==> src/rtl/register_file.sv <==
// LEGv8 architectural register file: 32 x 64-bit, XZR hardwired to zero,
// two combinational operand read ports plus a debug port, one clocked write port.
module register_file #(
    parameter int DATA_WIDTH = 64,
    parameter int ADDR_WIDTH = 5,
    parameter int ZERO_REG   = 31,
    parameter bit BYPASS     = 1'b1
) (
    input  logic                  Clk,
    input  logic                  Resetb,
    input  logic [ADDR_WIDTH-1:0] RA,
    input  logic [ADDR_WIDTH-1:0] RB,
    input  logic [ADDR_WIDTH-1:0] RW,
    input  logic [DATA_WIDTH-1:0] BusW,
    input  logic                  RegWr,
    input  logic [ADDR_WIDTH-1:0] RD,
    output logic [DATA_WIDTH-1:0] BusA,
    output logic [DATA_WIDTH-1:0] BusB,
    output logic [DATA_WIDTH-1:0] BusD,
    output logic [15:0]           WrCount
);

    localparam int NUM_REGS = 2 ** ADDR_WIDTH;
    localparam logic [ADDR_WIDTH-1:0] ZERO_IDX = ZERO_REG[ADDR_WIDTH-1:0];

    logic [DATA_WIDTH-1:0] regs_q [NUM_REGS];
    logic [DATA_WIDTH-1:0] regs_d [NUM_REGS];
    logic [15:0]           wr_count_q;
    logic [15:0]           wr_count_d;
    logic                  wr_en;

    // A write held while in reset is neither committed nor forwarded.
    assign wr_en = RegWr && Resetb && (RW != ZERO_IDX);

    always_comb begin
        regs_d     = regs_q;
        wr_count_d = wr_count_q;
        if (wr_en) begin
            regs_d[RW] = BusW;
            wr_count_d = wr_count_q + 16'd1;
        end
    end

    always_ff @(posedge Clk or negedge Resetb) begin
        if (!Resetb) begin
            for (int i = 0; i < NUM_REGS; i++) begin
                regs_q[i] <= '0;
            end
            wr_count_q <= '0;
        end else begin
            regs_q     <= regs_d;
            wr_count_q <= wr_count_d;
        end
    end

    // XZR check comes first so a forwarded write can never leak onto index 31.
    function automatic logic [DATA_WIDTH-1:0] read_port(input logic [ADDR_WIDTH-1:0] idx);
        logic [DATA_WIDTH-1:0] value;
        if (idx == ZERO_IDX) begin
            value = '0;
        end else if (BYPASS && wr_en && (idx == RW)) begin
            value = BusW;
        end else begin
            value = regs_q[idx];
        end
        return value;
    endfunction

    always_comb begin
        BusA = read_port(RA);
        BusB = read_port(RB);
        BusD = read_port(RD);
    end

    assign WrCount = wr_count_q;

endmodule

==> config.mk <==
export PLATFORM = sky130hd
export DESIGN_NAME = register_file
export DESIGN_NICKNAME = d
export VERILOG_FILES = /design/src/rtl/register_file.sv
export SDC_FILE = /design/constraint.sdc
export NUM_CORES = 2
export LEC_CHECK = 0
export CORE_ASPECT_RATIO = 0.75
export CORE_MARGIN = 3
export CORE_UTILIZATION = 50
export CTS_CLUSTER_SIZE = 28
export DETAILED_ROUTE_END_ITERATION = 10
export HOLD_SLACK_MARGIN = 0.05
export PLACE_DENSITY = 0.63
export REMOVE_ABC_BUFFERS = 1
export SETUP_SLACK_MARGIN = 0.15
export SYNTH_ARGS = -nofsm -noshare
export SYNTH_HDL_FRONTEND = slang
export SYNTH_SLANG_ARGS = --single-unit
==> constraint.sdc <==
create_clock -name Clk -period 6.9 [get_ports Clk]
set_clock_uncertainty 0.15 [all_clocks]
set_input_delay 1.38 -clock Clk [delete_from_list [all_inputs] [get_ports Clk]]
set_output_delay 1.38 -clock Clk [all_outputs]
set_load 0.005 [all_outputs]
# Word level (Yosys, flattened, before mapping)
# Index checks and enable logic that the tools add are counted.
# op_classes
n_addsub	1
order_cmp	5
n_eq_ne	7
muxes	18
bitwise	4
n_reduce_logical	6
# op_table
op	count
$bwmux W2048	1
$bmux W64 S5	3
$mux W64	13
$demux W64 S5	1
$ge A6 B6 Y1 const B	4
$not A5 Y6	4
$add A16 B1 Y16 const B	1
$eq A5 B5 Y1	3
$eq A5 B5 Y1 const B	3
$logic_and A1 B1 Y1	6
$lt A6 B1 Y1 const B	1
$ne A5 B5 Y1 const B	1
# word_totals
register_bits	2064
in_bits	87

# Longest topological paths before layout
# logic_depth
word_depth	6
ltp_mapped	10
ltp_nobuf	5

# Worst setup path before layout
# No wires, ideal clock.
# synth_path
kind	in2out
startpoint	in RD[0]
endpoint	out BusD[35]
arrival_ns	3.263
setup_slack_ns	2.107
stages	7
path_cell_list	clkbuf_1 -> buf_2 -> buf_1 -> mux4_2 -> a211oi_1 -> o21ai_0 -> a32o_1
# synth_between
elab_chain_len	6
elab_cells_between_ends	9
classes_between	eq/ne: 2; mux: 5; bitwise: 1; reduce/logical: 1
# synth_lines
item	line	rtl
from (decl)	16	input logic [ADDR_WIDTH-1:0] RD,
$not A5 Y6 (not written as such)	64	value = regs_q[idx];
$bmux W64 S5	64	
$mux W64 (not written as such) (2 in series)	64	
$mux W64	61	end else if (BYPASS && wr_en && (idx == RW)) begin
$mux W64 (*)	59	if (idx == ZERO_IDX) begin
to (decl)	19	output logic [DATA_WIDTH-1:0] BusD,
# Every way passes the cells marked *; elsewhere a longest branch is shown, timed or not. The select of a mux whose other input is x is not followed.

# Worst setup path after layout
# layout_path
startpoint	in RW[3]
endpoint	out BusA[63]
# layout_between
elab_chain_len	5
elab_cells_between_ends	6
classes_between	eq/ne: 2; mux: 2; reduce/logical: 2
# layout_lines
item	line	rtl
from (decl)	13	input logic [ADDR_WIDTH-1:0] RW,
$ne A5 B5 Y1	33	assign wr_en = RegWr && Resetb && (RW != ZERO_IDX);
$logic_and A1 B1 Y1	33	
$logic_and A1 B1 Y1 (*)	61	
$mux W64 (*)	61	
$mux W64 (*)	59	
to (decl)	17	output logic [DATA_WIDTH-1:0] BusA,
# Every way passes the cells marked *; elsewhere a longest branch is shown, timed or not.

==> results.py <==
metrics = {
    "critical_path": {
        "cp-startpoint": "RW[3]",
        "cp_max_fo": 10,
        "critPathKind": "in -> out",
        "start_kind": "input pin",
        "arrival_ps": 5100,
        "r2r-start": "WrCount[5]",
        "required_ps": 5370,
        "end_kind": "primary output",
    },
    "sta": {
        "period_share_pct": 96.0,
        "fin_crit_ps": 6630,
        "fmax_mhz": 151,
        "worstMarginPinSlew_ps": 1490,
        "rsz0062_at_grt": "no",
        "relSlewSlack_pct": -0.546,
        "hold_viol_final": 0,
        "setup_slack_ps": 274,
        "setup-violations-final": 0,
        "drv_slew": 1,
    },
    "outcome": {
        "violations": "max-capacitance violations, max-slew violations",
        "status": "complete, but fails checks",
    },
    "clock_network": {
        "clk_latency_ps": 910,
        "cts_setup_buffers": 0,
        "cts_hold_repair.buffers": 0,
        "clk_pin_slew_ps": 60,
        "htreeDepth": 4,
        "cts_tree": "yes",
        "cts_buffers": 221,
        "cts.sinks": 2064,
        "clockBufferDepth": 4,
        "cts_resized": 0,
        "clock-root-buffer": "clkbuf_16",
    },
    "drt": {
        "wl_met3_mm": 58.2,
        "wl_met2_mm": 205,
        "wl_per_cell_um": 40.1,
        "top_layer": "met5",
        "viasPerCell": 7.60,
        "vias": 90400,
        "drt-initial-drc-count": 12500,
        "wirelength_mm": 477,
        "final_antenna_net_count": 0,
        "first_pass_iters": 7,
        "drc": 0,
        "wirelength_met1_mm": 187,
    },
    "logic_synthesis": {
        "synth_area_leaders": "dfrtp_1, mux4_2, mux2_1",
        "ys_top_cells_by_count": "dfrtp_1, mux2_1, mux4_2",
        "synth_top_cell_by_area": "dfrtp_1",
        "ys_warn_count": 0,
        "synth.cell_area_um2": 125000,
        "synth_enable_flop_cells": 0,
        "yosysMostFrequentCell": "dfrtp_1",
        "synth_ff_type": "dfrtp_1",
        "postSynth.asyncResetShare_pct": 100,
        "synth.yosys.seq_area_share_pct": 41.2,
        "synth_cell_types": 48,
        "synth_seq_cells": 2064,
        "avgSynthCellArea_um2": 14.5,
        "synth_cells": 8646,
        "synth_top_area_share_pct": 41.2,
    },
    "global_route": {
        "grt_first_pass_wirelength_mm": 682,
        "overflow": 0,
        "antenna_found_initial": 16,
        "track_usage_pct": 36.8,
        "grt_pass1_vias": 91200,
        "grt_max_degree": 166,
    },
    "floorplanning": {
        "core_um2": 248000,
        "die_h_um": 440,
        "num_rows": 158,
        "dieArea_um2": 257000,
        "initial_core_util_pct": 50.5,
        "fp.dieW_um": 584,
        "io-pin-count": 295,
    },
    "power_and_ir_drop": {
        "p_leak_nw": 60.9,
        "finalPower_mw": 34.8,
        "power_density_nw_per_um2": 249,
        "irDropWorstVdd_uv": 209,
    },
    "placed_design": {
        "hpwl_mm": 275,
        "place_inst": 11500,
        "io_buffers": 294,
        "globalplace.congestion": 0.875,
        "place_ws_ps": 353,
    },
    "finish": {
        "fin_nets": 8525,
        "syn2layout_area_growth_pct": 11.5,
        "utilization_pct": 56.3,
        "fillers": 19500,
        "drive_gt1_share_pct": 24.9,
        "instances_no_fill": 11900,
    },
    "worst_hold_path": {
        "hp-class": "in -> async",
    },
    "flow_run": {
        "drv_cap": 2,
    },
}
[worst max-delay path, stage by stage]
cell and delay, ps:
clkdlybuf4s50_1 620, nand3_1 370, o21bai_1 460, o31ai_4 140, nor2_4 1000, buf_4 360
a221o_1 220, clkdlybuf4s50_1 530
[cell families after synthesis]
family | Yosys count | share of synthesized area [%]
mux | 4003 | 46.9
flops | 2064 | 41.2
compound gates | 1357 | 7.59
buf+inv | 1079 | 3.65
simple gates | 112 | 0.464
xor+xnor | 30 | 0.210
fa+ha+maj | 1 | 0.00999
[cells in the final DEF, fill, tap and decap left out, types with 5 or more instances in the layout]
cell	netlist	final
bufinv_16	0	16
a221o_1	46	46
o22ai_1	127	127
nand3_1	13	10
o21ai_0	82	82
mux2_2	69	69
a32o_1	145	145
xor2_1	7	7
diode_2	0	7
a22oi_1	237	237
nor2_1	23	5
mux2_1	1915	1915
mux2i_1	728	728
nand3b_1	6	6
clkbuf_16	0	225
dfrtp_1	2064	2064
a211oi_1	128	128
nor3_1	5	5
nor2_4	0	21
nand2_1	29	17
nor2b_4	0	8
clkinv_2	0	33
clkdlybuf4s50_1	0	276
clkbuf_8	0	64
a21oi_1	354	354
buf_8	0	11
buf_12	0	112
clkinvlp_4	0	14
o21ai_1	65	65
nand2_4	0	12
o221ai_1	164	164
xnor2_1	23	23
buf_4	11	238
clkbuf_1	701	32
nand4_1	5	5
mux4_2	1291	1291
[stage by stage]
stage	area [um2]	setup TNS (ps)	hold WS (ps)
after floorplan	121000	-78510	239
after global placement	132000	0	250
after detailed placement	132000	0	257
after CTS	140000	0	154
after global routing	140000	0	195
final	140000	0	200
[metal layers]
metal / global-route usage (%) / vias up
li1: - / 34400
met1: 51.0 / 48300
met2: 53.0 / 6303
met3: 11.2 / 1409
met4: 17.8 / 12
met5: 0 / -
[sequential cells by signal, summed over array words and instances, names as in the netlist]
register	cells
regs_q	2048
WrCount	16
[worst paths after layout]
path                       cells past startpoint  slack, ps           end
max in group asynchronous                      5       2540  regs_q[1464]
max reg2reg                                    5       4780   WrCount[13]
min in group Clk                               0        270    regs_q[42]
min                                            1        200  regs_q[1826]
min reg2reg                                    0        270    regs_q[42]
max                                            8        270      BusA[63]
[cell type report]
class,instances,area (um2),area share [%]
diodes,7,17.5,0.0125
repair buffers,644,7030,5.03
inverters,3,11.3,0.00806
flip-flops and latches,2064,51600,37.0
well taps,3280,4100,2.94
clock inverters,70,812,0.581
multi-input cells,5503,69400,49.7
clock buffers,321,6630,4.75
[report_power, final]
part           total, mW  switching (mW)  internal, mW
Sequential          15.2            1.56          13.7
Clock               12.5            5.28          7.22
Combinational       7.03            3.27          3.76
Power figures use the tool's default switching activity.
